### config.mk
export PLATFORM = sky130hd
export DESIGN_NAME = multicycle_control
export DESIGN_NICKNAME = d
export VERILOG_FILES = /design/src/rtl/mips_pkg.sv /design/src/rtl/multicycle_control.sv
export SDC_FILE = /design/constraint.sdc
export NUM_CORES = 1
export LEC_CHECK = 0
export ABC_AREA = 1
export CORE_ASPECT_RATIO = 2
export CORE_MARGIN = 2
export CORE_UTILIZATION = 46
export CTS_BUF_LIST = sky130_fd_sc_hd__clkbuf_2
export DETAILED_ROUTE_END_ITERATION = 16
export PLACE_DENSITY = 0.9
export SYNTH_ARGS = -nofsm -noshare
export SYNTH_HDL_FRONTEND = slang
export SYNTH_SLANG_ARGS = --single-unit
### constraint.sdc
create_clock -name clk -period 1.22 [get_ports clk]
set_input_delay 0.183 -clock clk [delete_from_list [all_inputs] [get_ports clk]]
set_output_delay 0.183 -clock clk [all_outputs]
set_load 0.05 [all_outputs]
### src/rtl/mips_pkg.sv
// Shared encodings for the multicycle MIPS control path: opcodes, FSM states,
// ALU-op codes (also used by the ALU control block) and datapath mux selects.
package mips_pkg;

    localparam logic [5:0] OP_RTYPE = 6'b000000;
    localparam logic [5:0] OP_LW    = 6'b100011;
    localparam logic [5:0] OP_SW    = 6'b101011;
    localparam logic [5:0] OP_BEQ   = 6'b000100;
    localparam logic [5:0] OP_J     = 6'b000010;
    localparam logic [5:0] OP_ADDI  = 6'b001000;

    typedef enum logic [3:0] {
        S_FETCH     = 4'd0,
        S_DECODE    = 4'd1,
        S_MEM_ADDR  = 4'd2,
        S_MEM_READ  = 4'd3,
        S_MEM_WB    = 4'd4,
        S_MEM_WRITE = 4'd5,
        S_EXECUTE   = 4'd6,
        S_R_WB      = 4'd7,
        S_BRANCH    = 4'd8,
        S_JUMP      = 4'd9,
        S_ADDI_EX   = 4'd10,
        S_ADDI_WB   = 4'd11
    } state_t;

    localparam logic [1:0] ALUOP_ADD   = 2'b00;
    localparam logic [1:0] ALUOP_SUB   = 2'b01;
    localparam logic [1:0] ALUOP_FUNCT = 2'b10;

    localparam logic [1:0] ALUSRCB_B       = 2'b00;
    localparam logic [1:0] ALUSRCB_FOUR    = 2'b01;
    localparam logic [1:0] ALUSRCB_IMM     = 2'b10;
    localparam logic [1:0] ALUSRCB_IMM_SH2 = 2'b11;

    localparam logic [1:0] PCSRC_ALU    = 2'b00;
    localparam logic [1:0] PCSRC_ALUOUT = 2'b01;
    localparam logic [1:0] PCSRC_JUMP   = 2'b10;

    typedef struct packed {
        logic       pc_write;
        logic       pc_write_cond;
        logic       i_or_d;
        logic       mem_read;
        logic       mem_write;
        logic       mem_to_reg;
        logic       reg_dst;
        logic       reg_write;
        logic       alu_src_a;
        logic [1:0] alu_src_b;
        logic [1:0] alu_op;
        logic [1:0] pc_source;
    } ctrl_t;

    // Moore control word for a state; unlisted fields and unknown states are 0.
    function automatic ctrl_t decode_ctrl(state_t s);
        ctrl_t c;
        c = '0;
        case (s)
            S_FETCH: begin
                c.mem_read  = 1'b1;
                c.alu_src_b = ALUSRCB_FOUR;
            end
            S_DECODE:   c.alu_src_b = ALUSRCB_IMM_SH2;
            S_MEM_ADDR: begin
                c.alu_src_a = 1'b1;
                c.alu_src_b = ALUSRCB_IMM;
            end
            S_MEM_READ: begin
                c.mem_read = 1'b1;
                c.i_or_d   = 1'b1;
            end
            S_MEM_WB: begin
                c.reg_write  = 1'b1;
                c.mem_to_reg = 1'b1;
            end
            S_MEM_WRITE: begin
                c.mem_write = 1'b1;
                c.i_or_d    = 1'b1;
            end
            S_EXECUTE: begin
                c.alu_src_a = 1'b1;
                c.alu_op    = ALUOP_FUNCT;
            end
            S_R_WB: begin
                c.reg_write = 1'b1;
                c.reg_dst   = 1'b1;
            end
            S_BRANCH: begin
                c.alu_src_a     = 1'b1;
                c.alu_op        = ALUOP_SUB;
                c.pc_write_cond = 1'b1;
                c.pc_source     = PCSRC_ALUOUT;
            end
            S_JUMP: begin
                c.pc_write  = 1'b1;
                c.pc_source = PCSRC_JUMP;
            end
            S_ADDI_EX: begin
                c.alu_src_a = 1'b1;
                c.alu_src_b = ALUSRCB_IMM;
            end
            S_ADDI_WB:  c.reg_write = 1'b1;
            default:    c = '0;
        endcase
        return c;
    endfunction

endpackage

### src/rtl/multicycle_control.sv
// Main control FSM of the multicycle MIPS datapath; control word is registered from next state.
// Latency 3-5 cycles per instruction; FETCH/MEM_READ/MEM_WRITE hold until mem_ready.
module multicycle_control
    import mips_pkg::*;
#(
    parameter int COUNT_W = 16
) (
    input  logic               clk,
    input  logic               rst,
    input  logic [5:0]         opcode,
    input  logic               mem_ready,
    output logic               pc_write,
    output logic               pc_write_cond,
    output logic               i_or_d,
    output logic               mem_read,
    output logic               mem_write,
    output logic               ir_write,
    output logic               mem_to_reg,
    output logic               reg_dst,
    output logic               reg_write,
    output logic               alu_src_a,
    output logic [1:0]         alu_src_b,
    output logic [1:0]         alu_op,
    output logic [1:0]         pc_source,
    output logic               illegal_op,
    output logic [COUNT_W-1:0] instr_count,
    output logic [3:0]         state_dbg
);

    state_t state;
    state_t nxt;
    ctrl_t  ctrl;
    logic   retire;
    logic   bad_op;
    logic   fetch_go;

    always_comb begin
        nxt    = S_FETCH;
        retire = 1'b0;
        bad_op = 1'b0;
        case (state)
            S_FETCH:  nxt = mem_ready ? S_DECODE : S_FETCH;
            S_DECODE: begin
                case (opcode)
                    OP_LW, OP_SW: nxt = S_MEM_ADDR;
                    OP_RTYPE:     nxt = S_EXECUTE;
                    OP_BEQ:       nxt = S_BRANCH;
                    OP_J:         nxt = S_JUMP;
                    OP_ADDI:      nxt = S_ADDI_EX;
                    default:      bad_op = 1'b1;
                endcase
            end
            // IR still holds the instruction, so opcode remains valid here.
            S_MEM_ADDR:  nxt = (opcode == OP_SW) ? S_MEM_WRITE : S_MEM_READ;
            S_MEM_READ:  nxt = mem_ready ? S_MEM_WB : S_MEM_READ;
            S_MEM_WRITE: begin
                nxt    = mem_ready ? S_FETCH : S_MEM_WRITE;
                retire = mem_ready;
            end
            S_EXECUTE: nxt = S_R_WB;
            S_ADDI_EX: nxt = S_ADDI_WB;
            S_MEM_WB, S_R_WB, S_BRANCH, S_JUMP, S_ADDI_WB: retire = 1'b1;
            default:   nxt = S_FETCH;
        endcase
    end

    always_ff @(posedge clk or posedge rst) begin
        if (rst) begin
            state       <= S_FETCH;
            ctrl        <= decode_ctrl(S_FETCH);
            instr_count <= '0;
            illegal_op  <= 1'b0;
        end else begin
            state <= nxt;
            ctrl  <= decode_ctrl(nxt);
            if (retire)
                instr_count <= instr_count + COUNT_W'(1);
            if (bad_op)
                illegal_op <= 1'b1;
        end
    end

    // The only Mealy terms: IR/PC load complete with the fetch read, never during reset.
    assign fetch_go = (state == S_FETCH) && mem_ready && !rst;

    assign ir_write      = fetch_go;
    assign pc_write      = ctrl.pc_write | fetch_go;
    assign pc_write_cond = ctrl.pc_write_cond;
    assign i_or_d        = ctrl.i_or_d;
    assign mem_read      = ctrl.mem_read;
    assign mem_write     = ctrl.mem_write;
    assign mem_to_reg    = ctrl.mem_to_reg;
    assign reg_dst       = ctrl.reg_dst;
    assign reg_write     = ctrl.reg_write;
    assign alu_src_a     = ctrl.alu_src_a;
    assign alu_src_b     = ctrl.alu_src_b;
    assign alu_op        = ctrl.alu_op;
    assign pc_source     = ctrl.pc_source;
    assign state_dbg     = state;

endmodule

==> impl_metrics.csv <==
group,metric,value,unit
outcome,status,"complete, but fails checks",
outcome,violations,"setup timing",
critical_path,crit_chain,"buf_6, inv_2, nor2_4, nand2_1, nor2_1, nor2_2, nand3_2, nor2_4, nand2_2, nand2_1",
critical_path,timing.rr.end,"alu_src_a",
routing,dr.pass1.iters,5,
routing,routed_via_density,6.25,
critical_path,rr_worst_depth,10,
sta,max_slew_margin,71.5,%
sta,tightestPinTransition,424,ps
placement,post-place-cells,380,
logic_synthesis,synth_top_area_share,43.5,%
die,num_rows,32,
logic_synthesis,synth-seq-cells,34,
die,die_y,93.5,µm
routing,met2_wirelength,5160,µm
sta,setup_ws,-608,ps
critical_path,reg2reg_setup_slack,-610,ps
sta,rsz0062_at_grt,"true",
sta,fmax,0.547,GHz
pwr,combPwrFrac,62.6,%
die,dieWidth,48.7,µm
die,io_pins,46,
critical_path,critPathSlowestCell,"dfrtp_2",
grt,grt_pass1_vias,2611,
critical_path,crit_arrival,2160,ps
critical_path,critical_path.startpoint,"state_dbg[2]",
placement,numPortBuffers,45,
final_layout,syn2layout_area_growth,97.8,%
logic_synthesis,synth_nets,253,
routing,via_count,2600,
worst_hold_path,worst_hold_path_type,"in -> async",
sta,clock_skew,40.4,ps
clocking,cts_tree,"built",
final_layout,finalNetCount,374,
clocking,numCtsBuffers,5,
critical_path,cp_slowest_stage_delay,470,ps
grt,grt_max_degree,27,
routing,wl_met1,3200,µm
logic_synthesis,synth.avg_cell_area,7.57,µm²
critical_path,cp-start-kind,"flip-flop",
die,start_util,47.9,%
routing,avgRoutedWirePerCell,25.9,µm
logic_synthesis,syn-instance-count,243,
routing,first_iter_violations,171,
clocking,clock_sink_count,34,
final_layout,stdcell_count,416,
pwr,p_sw_share,45.8,%
clocking,insertion_delay,450,ps
critical_path,critPathCapture,"alu_src_a",
routing,met3_length,993,µm
critical_path,crit_fanout,4,
die,die-area,0.00455,mm²
logic_synthesis,synth_largest_area_cell,"dfrtp_1",
pwr,power.density,1800,mW/mm²
pwr,seqPwrFrac,24.9,%
die,fp.coreArea,0.00384,mm²
sta,min_period,1830,ps
routing,wirelength,10800,µm
final_layout,layout-drive-gt1-share,52.6,%
critical_path,cp-end-kind,"flip-flop",
logic_synthesis,netlist_area,0.00184,mm²
critical_path,crit_required,1550,ps
clocking,clockBufferDepth,2,
clocking,path_clk_slew,240,ps
pwr,peakVddDrop,2.13,mV
grt,track_usage,42.0,%
sta,timing.final.crit_share,150,%
final_layout,final_util,94.7,%
placement,gp_congestion,0.909,
clocking,clockRootBuffer,"clkbuf_2",
pwr,power_switching,0.00300,W
critical_path,path_class,"reg -> reg",
clocking,holdBufCountCts,0,
routing,top_layer,"met4",
final_layout,n_antenna_cell,0,
grt,grt_pass1_wl,14000,µm
placement,hpwl,4730,µm
routing,drc,0,
clocking,cts.htree.levels,2,
final_layout,final.fill_count,106,
logic_synthesis,synth-warning-count,0,
sta,drv_slew,0,
final_layout,regMostFlops,"instr_count",
logic_synthesis,synth.distinct_cells,26,
logic_synthesis,yosysSeqAreaShare,46.4,%
sta,setup_viol,64,
final_layout,largest_register_ffs,16,
routing,ant_nets,0,
pwr,power_frac_clock,12.5,%
grt,grt_overflow_total,0,
pwr,p_int,0.00356,W
logic_synthesis,yosys-top-cells-area,"dfrtp_1, nand2_1, inv_1",
flow_run,drv_cap,0,
grt,antenna_found_initial,0,
pwr,p_leak,1.87,nW
critical_path,regToRegStartpoint,"state_dbg[2]",
sta,hold_viol_final,0,
==> timing repair <==
action | 4_1_cts | 5_1_grt
gates cloned | 1 | 0
setup endpoints to repair | 53 | 63
buffers inserted | 21 | 12
pin swaps | 7 | 5
resized for setup | 39 | 29
==> metrics by stage <==
stage / total power (W) / setup slack (ps) / TNS (ps) / hold slack (ps) / instance area, µm²
finish: 0.00656 / -608 / -18370 / 194 / 3640
global route: 0.00667 / -674 / -19580 / 192 / 3640
CTS: 0.00596 / -457 / -10430 / 212 / 3480
detailed placement: 0.00475 / -482 / -9560 / 524 / 3110
global placement: 0.00463 / -347 / -8040 / 484 / 3110
floorplan: 0.00308 / -414 / -3870 / 255 / 1910
==> layer usage <==
layer  GRT usage [%]  vias to the layer above
met2            74.8                      248
met1            42.1                     1211
li1                -                      996
met4            34.3                        0
met3            6.55                      145
met5               0                        -
==> kinds of logic (layout without fill, tap and decap cells) <==
family / count (synthesis) / in the layout / share of synthesized area [%]
flip-flops: 34 / 34 / 46.4
adder cells (fa/ha/maj): 1 / 1 / 0.680
XOR/XNOR: 7 / 7 / 3.33
AO/OA/AOI/OAI: 14 / 14 / 4.22
buffers and inverters: 41 / 162 / 8.97
AND/OR/NAND/NOR: 146 / 147 / 36.4
==> cells in the mapped netlist <==
cell and number:
a21boi_0 1, buf_4 1, buf_6 1, dfrtp_1 32, dfstp_2 2, ha_1 1, inv_1 35, inv_2 4
nand2_1 63, nand2_2 8, nand2_4 1, nand3_1 20, nand3_2 2, nand4_1 3, nor2_1 34, nor2_2 6
nor2_4 2, nor3_1 4, nor3_2 2, o211ai_1 1, o21ai_0 2, o21ai_1 9, o21bai_1 1, or2_2 1
xnor2_1 4, xor2_1 3
==> critical path, delay by kind of cell, from the launching register on <==
kind / cells / cell delay [ps]
buffers and inverters: 2 / 200
AND/OR/NAND/NOR: 8 / 1070
flip-flops: 1 / 470
==> placed cells by master (no fill, tap or decap), drive strengths merged, types with 2 or more instances in the layout <==
cell / n
buf: 107
clkbuf: 6
clkdlybuf4s50: 8
dfrtp: 32
dfstp: 2
inv: 39
nand2: 73
nand3: 22
nand4: 3
nor2: 42
nor3: 6
o21ai: 11
xnor2: 4
xor2: 3
==> layout make-up <==
| cell class | count | area (µm²) | share of cell area [%] |
|---|---|---|---|
| tap | 51 | 63.8 | 1.75 |
| timing repair buffer | 115 | 1460 | 40.0 |
| clock inverter | 2 | 33.8 | 0.928 |
| sequential | 34 | 878 | 24.1 |
| inverter | 39 | 154 | 4.23 |
| clock buffer | 6 | 30.0 | 0.825 |
| multi-input combinational | 169 | 1020 | 28.1 |
==> power by group through the flow <==
| stage | combinational [W] | sequential (W) | clock, W |
|---|---|---|---|
| after floorplan | 0.000850 | 0.00223 | 0 |
| after global placement | 0.00300 | 0.00163 | 0 |
| after detailed placement | 0.00311 | 0.00163 | 0 |
| after CTS | 0.00362 | 0.00158 | 0.000767 |
| after global routing | 0.00420 | 0.00163 | 0.000833 |
| final | 0.00411 | 0.00163 | 0.000822 |
==> worst min-delay path by stage <==
stage / endpoint / slack (ps)
final: pc_source[0] / 190
after global routing: pc_source[0] / 190
after CTS: instr_count[7] / 210
after detailed placement: instr_count[7] / 520
after global placement: instr_count[8] / 480
after floorplan: alu_op[1] / 250
(Power assumes the default switching activity.)
